--- src/rtl/act_pkg.sv ---
// rtl/act_pkg.sv - shared activation types, defaults and the per-lane activation function
package act_pkg;

    typedef enum logic [1:0] {
        BYPASS = 2'd0,
        RELU   = 2'd1,
        LEAKY  = 2'd2,
        CLIP   = 2'd3
    } act_mode_e;

    localparam int ACT_DATA_W = 23;
    localparam int ACT_LANES  = 1;

    // Lanes are sign-extended to this width so one function serves every DATA_W below it.
    localparam int ACT_MAX_W  = 64;

    function automatic logic signed [ACT_MAX_W-1:0] activate(
        input logic signed [ACT_MAX_W-1:0] x,
        input act_mode_e                   mode,
        input logic signed [ACT_MAX_W-1:0] clip_max,
        input int                          leak_shift
    );
        logic signed [ACT_MAX_W-1:0] r;
        r = x;
        case (mode)
            RELU:    if (x[ACT_MAX_W-1]) r = '0;
            LEAKY:   if (x[ACT_MAX_W-1]) r = x >>> leak_shift;
            CLIP: begin
                if (x[ACT_MAX_W-1])    r = '0;
                else if (x > clip_max) r = clip_max;
            end
            default: r = x;
        endcase
        return r;
    endfunction

    function automatic logic lane_zeroed(input logic x_neg, input act_mode_e mode);
        return x_neg && (mode == RELU || mode == CLIP);
    endfunction

endpackage

--- src/rtl/act_skid_buf.sv ---
// rtl/act_skid_buf.sv - output register plus one skid entry with a registered in_ready
import act_pkg::*;

module act_skid_buf #(
    parameter int PAYLOAD_W = 24
) (
    input  logic                 clk,
    input  logic                 rst,
    input  logic                 valid_in,
    output logic                 in_ready,
    input  logic [PAYLOAD_W-1:0] payload_in,
    output logic                 valid_out,
    input  logic                 out_ready,
    output logic [PAYLOAD_W-1:0] payload_out
);

    logic [PAYLOAD_W-1:0] skid_q;
    logic                 skid_full;

    logic                 accept;
    logic                 valid_d;
    logic [PAYLOAD_W-1:0] payload_d;
    logic [PAYLOAD_W-1:0] skid_d;
    logic                 skid_full_d;

    assign accept = valid_in && in_ready;

    always_comb begin
        valid_d     = valid_out;
        payload_d   = payload_out;
        skid_d      = skid_q;
        skid_full_d = skid_full;
        if (!valid_out || out_ready) begin
            // in_ready is low whenever the skid is full, so no new beat competes here.
            if (skid_full) begin
                valid_d     = 1'b1;
                payload_d   = skid_q;
                skid_full_d = 1'b0;
            end else begin
                valid_d = accept;
                if (accept) payload_d = payload_in;
            end
        end else if (accept) begin
            skid_d      = payload_in;
            skid_full_d = 1'b1;
        end
    end

    always_ff @(posedge clk or posedge rst) begin
        if (rst) begin
            valid_out   <= 1'b0;
            payload_out <= '0;
            skid_q      <= '0;
            skid_full   <= 1'b0;
            in_ready    <= 1'b0;
        end else begin
            valid_out   <= valid_d;
            payload_out <= payload_d;
            skid_q      <= skid_d;
            skid_full   <= skid_full_d;
            in_ready    <= !skid_full_d;
        end
    end

endmodule

--- src/rtl/act_unit.sv ---
// rtl/act_unit.sv - multi-lane selectable activation stage with skid buffering and zero counter
import act_pkg::*;

module act_unit #(
    parameter int DATA_W     = ACT_DATA_W,
    parameter int LANES      = ACT_LANES,
    parameter int LEAK_SHIFT = 3,
    parameter int CNT_W      = 16
) (
    input  logic                    clk,
    input  logic                    rst,
    input  logic                    valid_in,
    output logic                    in_ready,
    input  logic [LANES*DATA_W-1:0] data_in,
    input  logic [1:0]              mode,
    input  logic [DATA_W-2:0]       clip_max,
    output logic                    valid_out,
    input  logic                    out_ready,
    output logic [LANES*DATA_W-1:0] data_out,
    input  logic                    stat_clr,
    output logic [CNT_W-1:0]        zero_count
);

    localparam int PAYLOAD_W = LANES * DATA_W + LANES;
    localparam int PC_W      = $clog2(LANES + 1);
    localparam int SUM_W     = ((CNT_W > PC_W) ? CNT_W : PC_W) + 1;
    localparam logic [SUM_W-1:0] CNT_MAX = (SUM_W'(1) << CNT_W) - SUM_W'(1);

    act_mode_e                   mode_e;
    logic signed [ACT_MAX_W-1:0] clip_ext;
    logic [LANES*DATA_W-1:0]     act_data;
    logic [LANES-1:0]            zero_flag;
    logic [PAYLOAD_W-1:0]        payload_out;
    logic [LANES-1:0]            out_zero;
    logic                        emit;
    logic [PC_W-1:0]             zero_pop;
    logic [SUM_W-1:0]            zero_sum;

    assign mode_e   = act_mode_e'(mode);
    assign clip_ext = {{(ACT_MAX_W - DATA_W + 1){1'b0}}, clip_max};

    for (genvar i = 0; i < LANES; i++) begin : g_lane
        logic signed [ACT_MAX_W-1:0] x_ext;
        logic signed [ACT_MAX_W-1:0] y_ext;
        always_comb begin
            x_ext = {{(ACT_MAX_W - DATA_W){data_in[i*DATA_W + DATA_W - 1]}},
                     data_in[i*DATA_W +: DATA_W]};
            y_ext = activate(x_ext, mode_e, clip_ext, LEAK_SHIFT);
        end
        // Every mode's result fits back into DATA_W, so plain truncation is exact.
        assign act_data[i*DATA_W +: DATA_W] = y_ext[DATA_W-1:0];
        assign zero_flag[i] = lane_zeroed(x_ext[ACT_MAX_W-1], mode_e);
    end

    act_skid_buf #(
        .PAYLOAD_W (PAYLOAD_W)
    ) u_skid (
        .clk         (clk),
        .rst         (rst),
        .valid_in    (valid_in),
        .in_ready    (in_ready),
        .payload_in  ({zero_flag, act_data}),
        .valid_out   (valid_out),
        .out_ready   (out_ready),
        .payload_out (payload_out)
    );

    assign data_out = payload_out[LANES*DATA_W-1:0];
    assign out_zero = payload_out[PAYLOAD_W-1 -: LANES];
    assign emit     = valid_out && out_ready;

    always_comb begin
        zero_pop = '0;
        for (int i = 0; i < LANES; i++) zero_pop += PC_W'(out_zero[i]);
        zero_sum = SUM_W'(zero_count) + SUM_W'(zero_pop);
        if (zero_sum > CNT_MAX) zero_sum = CNT_MAX;
    end

    always_ff @(posedge clk or posedge rst) begin
        if (rst) begin
            zero_count <= '0;
        end else if (stat_clr) begin
            zero_count <= '0;
        end else if (emit) begin
            zero_count <= zero_sum[CNT_W-1:0];
        end
    end

endmodule

--- config.mk ---
export PLATFORM = sky130hd
export DESIGN_NAME = act_unit
export DESIGN_NICKNAME = d
export VERILOG_FILES = /design/src/rtl/act_pkg.sv /design/src/rtl/act_skid_buf.sv /design/src/rtl/act_unit.sv
export SDC_FILE = /design/constraint.sdc
export NUM_CORES = 1
export LEC_CHECK = 0
export BUFFER_PORTS_ARGS = -buffer_cell sky130_fd_sc_hd__buf_2
export CAP_MARGIN = 10
export CORE_MARGIN = 1
export CORE_UTILIZATION = 58
export CTS_CLUSTER_SIZE = 40
export DETAILED_ROUTE_END_ITERATION = 8
export PLACE_DENSITY = 0.93
export SLEW_MARGIN = 20
export SYNTH_ARGS = -nofsm -noshare
export SYNTH_HDL_FRONTEND = slang
export SYNTH_HIERARCHICAL = 1
export SYNTH_SLANG_ARGS = --single-unit
--- constraint.sdc ---
create_clock -name clk -period 6.29 [get_ports clk]
set_clock_uncertainty 0.2 [all_clocks]
set_input_delay 0 -clock clk [delete_from_list [all_inputs] [get_ports clk]]
set_output_delay 0 -clock clk [all_outputs]
set_load 0.005 [all_outputs]
# Word level (Yosys, flattened, before mapping)
# Index checks and enable logic that the tools add are counted.
[op_classes]
n_addsub = 1
n_mul = 0
n_div = 0
magnitude_cmp = 2
n_eq_ne = 3
n_shift = 0
n_mux = 13
n_bitwise = 1
reduce_logical = 11
[op_table]
columns = ["cell", "n"]
rows = [
  ["case mux 23 bit (3 select lines)", 1],
  ["2-to-1 mux 22 bit", 3],
  ["2-to-1 mux 16 bit", 3],
  ["2-to-1 mux 24 bit", 2],
  ["greater-than comparator 23 bit", 1],
  ["2-to-1 mux 23 bit", 1],
  ["adder 16 x 1 -> 17 bit", 1],
  ["greater-than comparator 17 x 16 -> 1 bit, second input constant", 1],
  ["== test 2 bit, second input constant", 2],
  ["AND reduction 2 bit", 2],
  ["nonzero test 2 bit", 2],
  ["logical AND 1 bit", 3],
  ["2-to-1 mux 1 bit", 3],
  ["== test 2 x 1 -> 1 bit, second input constant", 1],
  ["logical NOT 1 bit", 2],
  ["logical OR 1 bit", 2],
  ["inverter 1 bit", 1],
]
[word_totals]
ff_bits = 67
latch_bits = 0
mem_bits_rw = 0
rom_bits = 0
in_bits = 52
elab_cells = 37
memories = 0

# Longest topological paths before layout
[depth]
depth_word = 6
ltp_mapped = 12

# Modules after synthesis
# The synthesis kept the hierarchy.
[by_module_without_submodules]
columns = ["module", "n_inst", "cells_each", "area_each_um2", "seq_area_each_um2"]
rows = [
  ["act_unit", 1, 408, 2750.1, 400.4],
  ["act_skid_buf", 1, 139, 2312.2, 1276.2],
]

# Least setup slack after synthesis
# OpenSTA, ideal clock, no wires.
[synth_timing]
path_type = "input-to-reg"
from = "input clip_max[20]"
to = "register u_skid.payload_out[0]"
arrival_ns = 2.344
required_ns = 5.965
path_slack_ns = 3.621
path_stages = 12
n_path_buf = 2
cell_sequence = "inv_1 -> ha_1 -> a21o_1 -> a211o_1 -> a221oi_1 -> nand3_1 -> and2_1 -> buf_2 -> buf_4 -> o211a_1 -> mux2_2 -> mux2_2"
[synth_via]
elab_chain_len = 6
[synth_lines]
columns = ["item", "line_no", "text"]
rows = [
  ["from (decl)", "act_unit.sv:16", "input logic [DATA_W-2:0] clip_max,"],
  ["greater-than comparator 23 bit", "act_pkg.sv:30", "else if (x > clip_max) r = clip_max;"],
  ["2-to-1 mux 22 bit", "act_pkg.sv:30", ""],
  ["2-to-1 mux 22 bit", "act_pkg.sv:29", "if (x[ACT_MAX_W-1]) r = '0;"],
  ["case mux 23 bit (3 select lines)", "act_pkg.sv:25", "case (mode)"],
  ["net g_lane[0].y_ext[0]", "act_unit.sv:44", "logic signed [ACT_MAX_W-1:0] y_ext;"],
  ["2-to-1 mux 24 bit", "act_skid_buf.sv:41", "if (accept) payload_d = payload_in;"],
  ["2-to-1 mux 24 bit", "act_skid_buf.sv:35", "if (skid_full) begin"],
  ["to (signal assigned)", "act_skid_buf.sv:58", "payload_out <= payload_d;"],
  ["to (decl)", "act_skid_buf.sv:14", "output logic [PAYLOAD_W-1:0] payload_out"],
]
# The timed path passes the listed nets, and every way through them passes these cells. The select of a mux whose other input is x is not followed.
# A chain may end at the register's enable or synchronous reset.

# Worst setup path after layout
[layout_timing]
from = "input clip_max[14]"
to = "register u_skid.skid_q[0]"
[layout_via]
elab_chain_len = 4
[layout_lines]
columns = ["item", "line_no", "text"]
rows = [
  ["greater-than comparator 23 bit", "act_pkg.sv:30", ""],
  ["2-to-1 mux 22 bit", "act_pkg.sv:30", ""],
  ["2-to-1 mux 22 bit", "act_pkg.sv:29", ""],
  ["case mux 23 bit (3 select lines)", "act_pkg.sv:25", ""],
  ["net g_lane[0].y_ext[0]", "act_unit.sv:44", ""],
  ["to (signal assigned)", "act_skid_buf.sv:59", "skid_q <= skid_d;"],
  ["to (decl)", "act_skid_buf.sv:17", "logic [PAYLOAD_W-1:0] skid_q;"],
]
# The timed path passes the listed nets, and every way through them passes these cells.

==> qor.txt <==
TritonCTS clock tree: done
Commonest cells after routing, fill and taps aside: 92 x buf_2, 73 x a21oi_1, 66 x dfrtp_1
Element type at the critical path end: flip-flop
Die width: 95.4 um
Slew margin rel.: 33.6%
Hold depth: 4
DIE AREA: 9110 sq um
Clock Sinks: 67
Post-CTS Hold Buffers: 24
Fraction of registers with async set/reset: 100%
Hold Path Class: input pin to flip-flop
Initial antenna violation count: 0
Overflow after GRT: 0
Drc violations: 0
CP max FO: 24
Global-route wire length before repair: 23,100 um
Critical Path AT: 4.26 ns
WL/cell: 19.2 um
Routed vias/inst: 6.28
Share of post-route cells with drive strength above 1: 30.9%
Largest net degree at the start of global routing: 52
Antenna viol nets, final: 0
VDD IR-drop max: 0.188 mV
Total Wirelength: 14,500 um
Fillers: 609
Critical path type: input pin to flip-flop
Post-synth EDFFs: 0
Area Growth Syn to Fin: 16.8%
Ys Warns: 6
Later-pin clock latency in the skew report: 0.36 ns
Postcts setup bufs: 0
Clock transition at path regs: 0.08 ns
Final Cycle Share: 66.9%
Port-buffer cells: 92
Synthesized flop and latch total: 67
Yosys top cell by area: dfrtp_1
Cell area after synthesis: 5060 sq um
Die Ht: 95.4 um
Multi-input gate area: 3100 sq um
Total of max-cap violations: 0
Layout net count: 718
1st-iter DRT viols: 381
Setup WS pre-CTS: 2.44 ns
Design Area, Final: 5910 sq um
Via count: 4,723
Post-cts sizing count: 0
Total GRT Usage: 33.6%
Minimum clock period: 4.21 ns
Fin Setup TNS: 0 ns
Placed cell area: 5470 sq um
Final Max Slew Viols: 0
Commonest non-fill, non-tap cell in the layout: buf_2
Synth cell types: 55
P_leak: 2.94 nW
Drt pass-1 iters: 5
Endpoints failing hold: 0
GP Congestion: 0.980
Vias in the first global route: 4,686
FF/Latch Area: 1680 sq um
Reg2Reg Depth: 7
Final Setup Violations: 0
N_diodes: 0
Commonest register cell after synthesis: dfrtp_1
H-Tree Depth: 3
Buffers from clock root to sink, at most: 2
Startpoint Class: input pin
Num CTS Buffers: 9
Cells after Synth: 547
Row count: 33
WP data required: 6.33 ns
Worst slew pin tran: 0.994 ns
Synthesized area per cell: 9.25 sq um
Max Freq: 0.237 GHz
Synth top area share: 33.1%
RSZ-0062 raised after global routing: no
Initial Utilization: 60.7%
HPWL Detailed: 9490 um
Pwr dens: 247 nW/um^2
Setup WS post-layout: 2.08 ns
Seq/Total Area, Yosys: 33.1%
Total core area: 8340 sq um
Synth area leaders: dfrtp_1 33%, mux2_2 12%, a21oi_1 7.2%
# IOs: 93
Syn Nets: 623
Status: completed
Root Driver: clkbuf_8
logic make-up after synthesis:
kind of cell / count (synthesis) / synth area share, %
simple gates: 199 / 21.6
compound gates: 126 / 16.1
mux: 73 / 17.6
flops: 67 / 33.1
buf+inv: 58 / 5.71
fa+ha+maj: 24 / 5.93
synth_stat cells, types with 2 or more instances:
cell type / n
a2111oi_0: 3
a211oi_1: 7
a21oi_1: 73
a311oi_1: 3
a31oi_1: 4
and2_1: 3
and3_1: 4
and4_2: 3
buf_2: 3
buf_4: 4
buf_6: 7
clkbuf_1: 18
dfrtp_1: 67
ha_1: 24
inv_1: 25
mux2_2: 52
mux2_4: 19
nand2_1: 32
nand2b_1: 22
nand3_1: 9
nand4_1: 23
nor2_1: 58
nor2b_1: 4
nor3_1: 7
o211a_1: 19
o21a_1: 2
o21ai_0: 6
or2_2: 2
or3_1: 18
layer usage:
metal	routed length [um]	vias to the layer above	GRT usage, %
met5	0	-	0
met4	513	0	15.4
met3	962	52	6.78
met2	6940	239	55.3
met1	6050	2252	42.6
li1	-	2180	-
area by class of cell:
| type | instances | area share (%) |
|---|---|---|
| Inverter | 25 | 1.61 |
| Multi-Input combinational cell | 422 | 52.4 |
| Timing Repair Buffer | 117 | 12.0 |
| Tap cell | 105 | 2.22 |
| Clock buffer | 9 | 2.09 |
| Sequential cell | 67 | 28.4 |
| Clock inverter | 7 | 1.35 |
power breakdown:
part           leakage, nW  switching (mW)  internal (mW)
Clock                0.103           0.189          0.189
Combinational         1.98           0.212          0.255
Sequential           0.853          0.0738          0.540
metrics by stage:
stage	instances	util (%)	hold WS (ns)	power, mW
CTS	752	70.9	0.00150	1.46
global placement	712	65.5	-0.0967	1.04
detailed placement	712	65.5	-0.0895	1.06
floorplan	547	-	-0.286	0.909
finish	752	70.9	0.0149	1.46
global route	752	70.9	0.0356	1.54
state kept, by name, indices dropped and copies added, names as in the netlist:
name,flops
u_skid/payload_out,24
u_skid/skid_full,1
u_skid/valid_out,1
u_skid/in_ready,1
zero_count,16
u_skid/skid_q,24
worst max-delay path, stage by stage:
cell,delay [ns]
dlygate4sd3_1,0.54
buf_2,0.12
inv_1,0.08
ha_1,0.26
a21oi_1,0.15
o21ai_0,0.13
a221oi_1,0.31
nand3_1,0.77
and2_1,0.71
o211a_1,0.35
dlygate4sd3_1,0.55
mux2_4,0.27
worst paths after layout:
kind | from | end | slack (ns)
setup / recovery | clip_max[14] | u_skid/skid_q[0]$_DFFE_PP0P_ | 2.08
hold / removal | data_in[13] | u_skid/skid_q[13]$_DFFE_PP0P_ | 0.01
setup reg to reg | zero_count[0]$_DFFE_PP0P_ | zero_count[5]$_DFFE_PP0P_ | 3.71
hold reg to reg | u_skid/skid_q[4]$_DFFE_PP0P_ | u_skid/skid_q[4]$_DFFE_PP0P_ | 0.29
max in group asynchronous | rst | u_skid/skid_full$_DFF_PP0_ | 5.17
min in group asynchronous | rst | zero_count[4]$_DFFE_PP0P_ | 0.07
Power figures use the tool's default switching activity.
